==> src/rtl/sha2_pkg.sv <==
// Shared SHA-2 constants: sigma op encodings, per-width rotate/shift tables
// and the word-width legality check.
package sha2_pkg;

  localparam int unsigned OP_W  = 2;
  localparam int unsigned N_OPS = 4;

  localparam logic [OP_W-1:0] SIG_BSIG0 = 2'd0;
  localparam logic [OP_W-1:0] SIG_BSIG1 = 2'd1;
  localparam logic [OP_W-1:0] SIG_SSIG0 = 2'd2;
  localparam logic [OP_W-1:0] SIG_SSIG1 = 2'd3;

  // Tables are indexed by op: BSIG0, BSIG1, SSIG0, SSIG1
  localparam int unsigned ROT_A_32 [N_OPS] = '{2, 6, 7, 17};
  localparam int unsigned ROT_B_32 [N_OPS] = '{13, 11, 18, 19};
  localparam int unsigned SH_C_32  [N_OPS] = '{22, 25, 3, 10};
  localparam int unsigned ROT_A_64 [N_OPS] = '{28, 14, 1, 19};
  localparam int unsigned ROT_B_64 [N_OPS] = '{34, 18, 8, 61};
  localparam int unsigned SH_C_64  [N_OPS] = '{39, 41, 7, 6};

  function automatic bit sig_word_w_ok(int unsigned w);
    return (w == 32) || (w == 64);
  endfunction

  function automatic int unsigned sig_rot_a(int unsigned w, int unsigned op);
    return (w == 64) ? ROT_A_64[OP_W'(op)] : ROT_A_32[OP_W'(op)];
  endfunction

  function automatic int unsigned sig_rot_b(int unsigned w, int unsigned op);
    return (w == 64) ? ROT_B_64[OP_W'(op)] : ROT_B_32[OP_W'(op)];
  endfunction

  function automatic int unsigned sig_sh_c(int unsigned w, int unsigned op);
    return (w == 64) ? SH_C_64[OP_W'(op)] : SH_C_32[OP_W'(op)];
  endfunction

  // Message-schedule sigmas use a logical shift for the third term
  function automatic bit sig_c_is_shr(int unsigned op);
    return OP_W'(op) >= SIG_SSIG0;
  endfunction

endpackage

==> src/rtl/sigma_terms.sv <==
// Combinational SHA-2 sigma term generator: (op, x) -> three terms to be XORed.
module sigma_terms
  import sha2_pkg::*;
#(
  parameter int unsigned WORD_W = 32
) (
  input  logic [OP_W-1:0]   i_op,
  input  logic [WORD_W-1:0] i_x,
  output logic [WORD_W-1:0] o_t_a_c,
  output logic [WORD_W-1:0] o_t_b_c,
  output logic [WORD_W-1:0] o_t_c_c
);

  logic [WORD_W-1:0] w_a [N_OPS];
  logic [WORD_W-1:0] w_b [N_OPS];
  logic [WORD_W-1:0] w_c [N_OPS];

  // All four ops are built with constant shifts, then muxed by op
  for (genvar g = 0; g < N_OPS; g++) begin : g_op
    localparam int unsigned RA = sig_rot_a(WORD_W, 32'(g));
    localparam int unsigned RB = sig_rot_b(WORD_W, 32'(g));
    localparam int unsigned RC = sig_sh_c(WORD_W, 32'(g));

    assign w_a[g] = (i_x >> RA) | (i_x << (WORD_W - RA));
    assign w_b[g] = (i_x >> RB) | (i_x << (WORD_W - RB));
    if (sig_c_is_shr(32'(g))) begin : g_shr
      assign w_c[g] = i_x >> RC;
    end else begin : g_ror
      assign w_c[g] = (i_x >> RC) | (i_x << (WORD_W - RC));
    end
  end

  assign o_t_a_c = w_a[i_op];
  assign o_t_b_c = w_b[i_op];
  assign o_t_c_c = w_c[i_op];

endmodule

==> src/rtl/sigma_pipe.sv <==
// Two-stage SHA-2 sigma engine with valid/ready handshake and full backpressure.
module sigma_pipe
  import sha2_pkg::*;
#(
  parameter int unsigned WORD_W = 32,
  parameter int unsigned TAG_W  = 4
) (
  input  logic              clk,
  input  logic              rst_n,
  input  logic              in_valid,
  output logic              in_ready,
  input  logic [OP_W-1:0]   in_op,
  input  logic [WORD_W-1:0] in_data,
  input  logic [TAG_W-1:0]  in_tag,
  output logic              out_valid,
  input  logic              out_ready,
  output logic [WORD_W-1:0] out_data,
  output logic [TAG_W-1:0]  out_tag,
  output logic              busy
);

  if (!sig_word_w_ok(WORD_W)) begin : g_bad_word_w
    $error("sigma_pipe: WORD_W must be 32 or 64");
  end
  if (TAG_W < 1) begin : g_bad_tag_w
    $error("sigma_pipe: TAG_W must be at least 1");
  end

  logic [WORD_W-1:0] w_t_a;
  logic [WORD_W-1:0] w_t_b;
  logic [WORD_W-1:0] w_t_c;
  logic              w_s1_load;
  logic              w_s2_load;

  logic              r_s1_valid;
  logic [WORD_W-1:0] r_s1_t_a;
  logic [WORD_W-1:0] r_s1_t_b;
  logic [WORD_W-1:0] r_s1_t_c;
  logic [TAG_W-1:0]  r_s1_tag;
  logic              r_s2_valid;
  logic [WORD_W-1:0] r_out_data;
  logic [TAG_W-1:0]  r_out_tag;

  sigma_terms #(.WORD_W(WORD_W)) u_terms (
    .i_op    (in_op),
    .i_x     (in_data),
    .o_t_a_c (w_t_a),
    .o_t_b_c (w_t_b),
    .o_t_c_c (w_t_c)
  );

  // in_ready depends combinationally on out_ready so a full pipe can still stream
  assign in_ready  = !r_s1_valid || !r_s2_valid || out_ready;
  assign w_s1_load = in_valid && in_ready;
  assign w_s2_load = r_s1_valid && (!r_s2_valid || out_ready);

  // Stage 1: capture the three terms and tag on accept
  always_ff @(posedge clk or negedge rst_n) begin
    if (!rst_n) begin
      r_s1_valid <= 1'b0;
      r_s1_t_a   <= '0;
      r_s1_t_b   <= '0;
      r_s1_t_c   <= '0;
      r_s1_tag   <= '0;
    end else if (w_s1_load) begin
      r_s1_valid <= 1'b1;
      r_s1_t_a   <= w_t_a;
      r_s1_t_b   <= w_t_b;
      r_s1_t_c   <= w_t_c;
      r_s1_tag   <= in_tag;
    end else if (w_s2_load) begin
      r_s1_valid <= 1'b0;
    end
  end

  // Stage 2: fold the terms; data holds whenever no new entry is loaded
  always_ff @(posedge clk or negedge rst_n) begin
    if (!rst_n) begin
      r_s2_valid <= 1'b0;
      r_out_data <= '0;
      r_out_tag  <= '0;
    end else if (w_s2_load) begin
      r_s2_valid <= 1'b1;
      r_out_data <= r_s1_t_a ^ r_s1_t_b ^ r_s1_t_c;
      r_out_tag  <= r_s1_tag;
    end else if (out_ready) begin
      r_s2_valid <= 1'b0;
    end
  end

  assign out_valid = r_s2_valid;
  assign out_data  = r_out_data;
  assign out_tag   = r_out_tag;
  assign busy      = r_s1_valid | r_s2_valid;

endmodule

==> config.mk <==
export PLATFORM = sky130hd
export DESIGN_NAME = sigma_pipe
export DESIGN_NICKNAME = d
export VERILOG_FILES = /design/src/rtl/sha2_pkg.sv /design/src/rtl/sigma_terms.sv /design/src/rtl/sigma_pipe.sv
export SDC_FILE = /design/constraint.sdc
export NUM_CORES = 1
export LEC_CHECK = 0
export CAP_MARGIN = 20
export CELL_PAD_IN_SITES_DETAIL_PLACEMENT = 2
export CELL_PAD_IN_SITES_GLOBAL_PLACEMENT = 2
export CORE_ASPECT_RATIO = 0.9
export CORE_MARGIN = 2
export CORE_UTILIZATION = 38
export DETAILED_ROUTE_END_ITERATION = 8
export PLACE_DENSITY = 0.8
export SYNTH_ARGS = -nofsm -noshare
export SYNTH_HDL_FRONTEND = slang
export SYNTH_SLANG_ARGS = --single-unit
==> constraint.sdc <==
create_clock -name clk -period 1.4 [get_ports clk]
set_input_delay 0.28 -clock clk [delete_from_list [all_inputs] [get_ports clk]]
set_output_delay 0.28 -clock clk [all_outputs]
set_load 0.01 [all_outputs]
==> key figures <==
Layout
  • Antenna cells: 0
  • Syn-to-layout area delta: 37.3%
  • Fin util: between 50% and 60%
  • Fin cells: around 950
  • Sequential cell area: roughly 0.0035 mm²
  • Share of post-route cells with drive strength above 1: 54.4%
  • Area of the multi-input gates: 0.00465 mm²
  • Fillers: 1848
  • Layout Nets: around 700

Setup path
  • Largest stage delay, worst path: 0.40 ns
  • Worst-path maximum fanout: 6
  • Kind of critical path: flip-flop to flip-flop
  • Critical Path Slowest Stage Cell: dfrtp_1
  • Crit. End Element: flip-flop
  • Reg-to-reg critical path startpoint: out_valid
  • Worst endpoint required time: between 1.5 and 2 ns
  • Worst Setup SP: out_valid
  • Arr. time, crit path: 1.93 ns
  • Startpoint Class: flip-flop
  • Worst path cell trace: nand3b_1, nand2_4, buf_12, clkbuf_16, mux2_4

Clock tree
  • Clk slew on worst S/H paths: approximately 0.070 ns
  • CTS tree: done
  • Max clock buf depth: 2
  • H-tree depth: 4
  • Clock Sinks: 138
  • Clk root buf: clkbuf_16
  • Worst skew pair latency: between 0.4 and 0.5 ns
  • TritonCTS buffer count: 17

Pwr
  • Worst VDD drop: 0.000911 V
  • Leakage: 4.71 nW
  • Pwr dens: 1490 mW/mm²

STA
  • Layout Skew: between 0.006 and 0.007 ns
  • Final setup vio count: between 100 and 150
  • Setup TNS: -16.54 ns
  • Fmax: about 620 MHz
  • Final hold vios: 0
  • Final period utilization: 116%
  • RSZ-0062 raised after global routing: true
  • Final Worst Setup Slack: -0.218 ns
  • Worst-Margin Slew: 0.438 ns
  • Post-layout min period: 1.62 ns
  • Final slew viol count: 0
  • Slew headroom: 70.8%

Global route
  • Largest net degree at the start of global routing: 40
  • Antenna violations before repair: 0
  • Total GRT Usage: 26.5%
  • First-pass GRT wire length: 42600 µm
  • Vias in the first global route: 6404
  • GR Overflow Total: 0

Route
  • Via count: about 5800
  • 1st-iter DRT viols: roughly 540
  • Final wirelength: 31100 µm
  • Wire length per cell: ~33 µm
  • 1st-pass router iterations: 5
  • Final ANT Viol Nets: 0
  • DR DRC count: 0
  • Mean number of vias per cell: 6.06

Die
  • Die width: ~160 µm
  • I/O pin count: 81
  • Chip height: ~140 µm
  • Starting Density: between 30% and 40%
  • Row cnt: 50
  • Die Area: 0.0224 mm²
  • Core footprint: approximately 0.021 mm²

Placed design
  • Port Buffer Count: 80
  • Pre-CTS WS: -0.522 ns
  • Placed instance count: 899
  • Final GP Congestion: around 0.81
  • Hpwl dp: between 15000 and 20000 µm

Synthesis
  • Synth warnings: 0
  • Yosys top cell by area: dfrtp_1
  • Mapped Nets: 559
  • Post-synth EDFFs: 0
  • Top cells by area, synth: dfrtp_1, mux4_2, mux2_2
  • Most common cell in the synthesized netlist: dfrtp_1
  • Post-Syn Area: between 0.008 and 0.009 mm²
  • Synth Instances: a little over 500
  • Synth async-reset ratio: 100%
  • Main synth FF type: dfrtp_1
  • Yosys top cell area share: between 40% and 50%
  • Syn Area/Cell: about 16 µm²
  • Yosys cell types: 16
  • Seq cells post-synth: approximately 140
  • Sequential share of the synthesized area: between 40% and 50%
  • Synth cell count leaders: dfrtp_1, mux2_2, mux4_2

Run status
  • Failing checks: setup timing
  • Status: finished with violations

Flow run
  • Number of maximum-capacitance violations: 0

Hold path
  • Hold/Removal Path Class: primary input to asynchronous set/reset pin
what timing repair did:
| item | 4_1_cts | 5_1_grt |
|---|---|---|
| endpoints found under the setup margin | 138 | 132 |
| hold endpoints to repair | 31 | 0 |
| setup buffers | 5 | 2 |
| pin swaps | 1 | 2 |
| gates resized for setup | 141 | 65 |
| hold buffers | 1 | 0 |
| cloned | 4 | 7 |
worst max-delay path: cells and delay by family, from the launching register on:
family        cells  cell delay (ns)
flops             1             0.40
buf+inv           2             0.35
mux               1             0.32
simple gates      2             0.40
power by group:
group	total, mW	internal (mW)	switching, mW
Clock	5.06	3.11	1.96
Sequential	5.88	5.06	0.817
Combinational	5.56	3.26	2.30
flip-flops by register name, summed over array words and instances, names as in the netlist:
signal / cells
out_tag: 4
r_s1_valid: 1
r_s1_t_c: 32
r_s1_t_a: 32
out_data: 32
r_s1_tag: 4
out_valid: 1
r_s1_t_b: 32
worst paths after layout:
kind / endpoint / slack [ns] / cells after the start
min: out_data[7] / 0.34 / 2
max reg2reg: r_s1_t_c[12] / -0.22 / 5
min in group clk: r_s1_tag[1] / 0.48 / 2
max: r_s1_t_c[12] / -0.22 / 5
min reg2reg: out_data[20] / 0.51 / 1
max in group asynchronous: out_data[24] / 0.51 / 3
kinds of logic after synthesis:
family	count (synthesis)	share of synthesized area, %
multiplexers	232	44.2
flip-flops	138	42.8
buffers and inverters	65	4.51
XOR/XNOR	64	6.95
AND/OR/NAND/NOR	11	0.714
AO/OA/AOI/OAI	7	0.760
routing by layer:
layer	track usage [%]	wire length, µm
met3	6.46	2010
met1	33.4	12100
met4	9.19	895
met2	44.9	16100
met5	0	0
layout by cell type, fill, tap and decap left out, types with 4 or more instances in the layout:
cell type / n
clkbuf_16: 23
bufinv_16: 4
inv_6: 5
mux4_2: 86
mux2i_1: 10
clkdlybuf4s50_1: 38
dfrtp_1: 138
mux2_2: 36
xnor2_1: 64
buf_16: 5
buf_6: 8
buf_12: 17
clkdlybuf4s15_1: 33
mux2_4: 100
o2bb2ai_1: 7
buf_4: 65
cell type report:
cell class / count / share of cell area, %
Clock buffer: 20 / 4.12
Clock inverter: 11 / 1.64
Multi-Input combinational cell: 315 / 42.0
Sequential cell: 138 / 31.2
Tap cell: 286 / 3.23
Timing Repair Buffer: 179 / 17.8
per-stage QoR:
| step | instance area, µm² | power, mW | hold slack (ns) |
|---|---|---|---|
| after floorplan | 8200 | 8.58 | -0.0156 |
| after global placement | 9660 | 10.5 | 0.228 |
| after detailed placement | 9660 | 10.9 | 0.239 |
| after CTS | 10700 | 16.0 | 0.343 |
| after global routing | 11100 | 17.2 | 0.365 |
| final | 11100 | 16.5 | 0.340 |
Power figures use the tool's default switching activity.
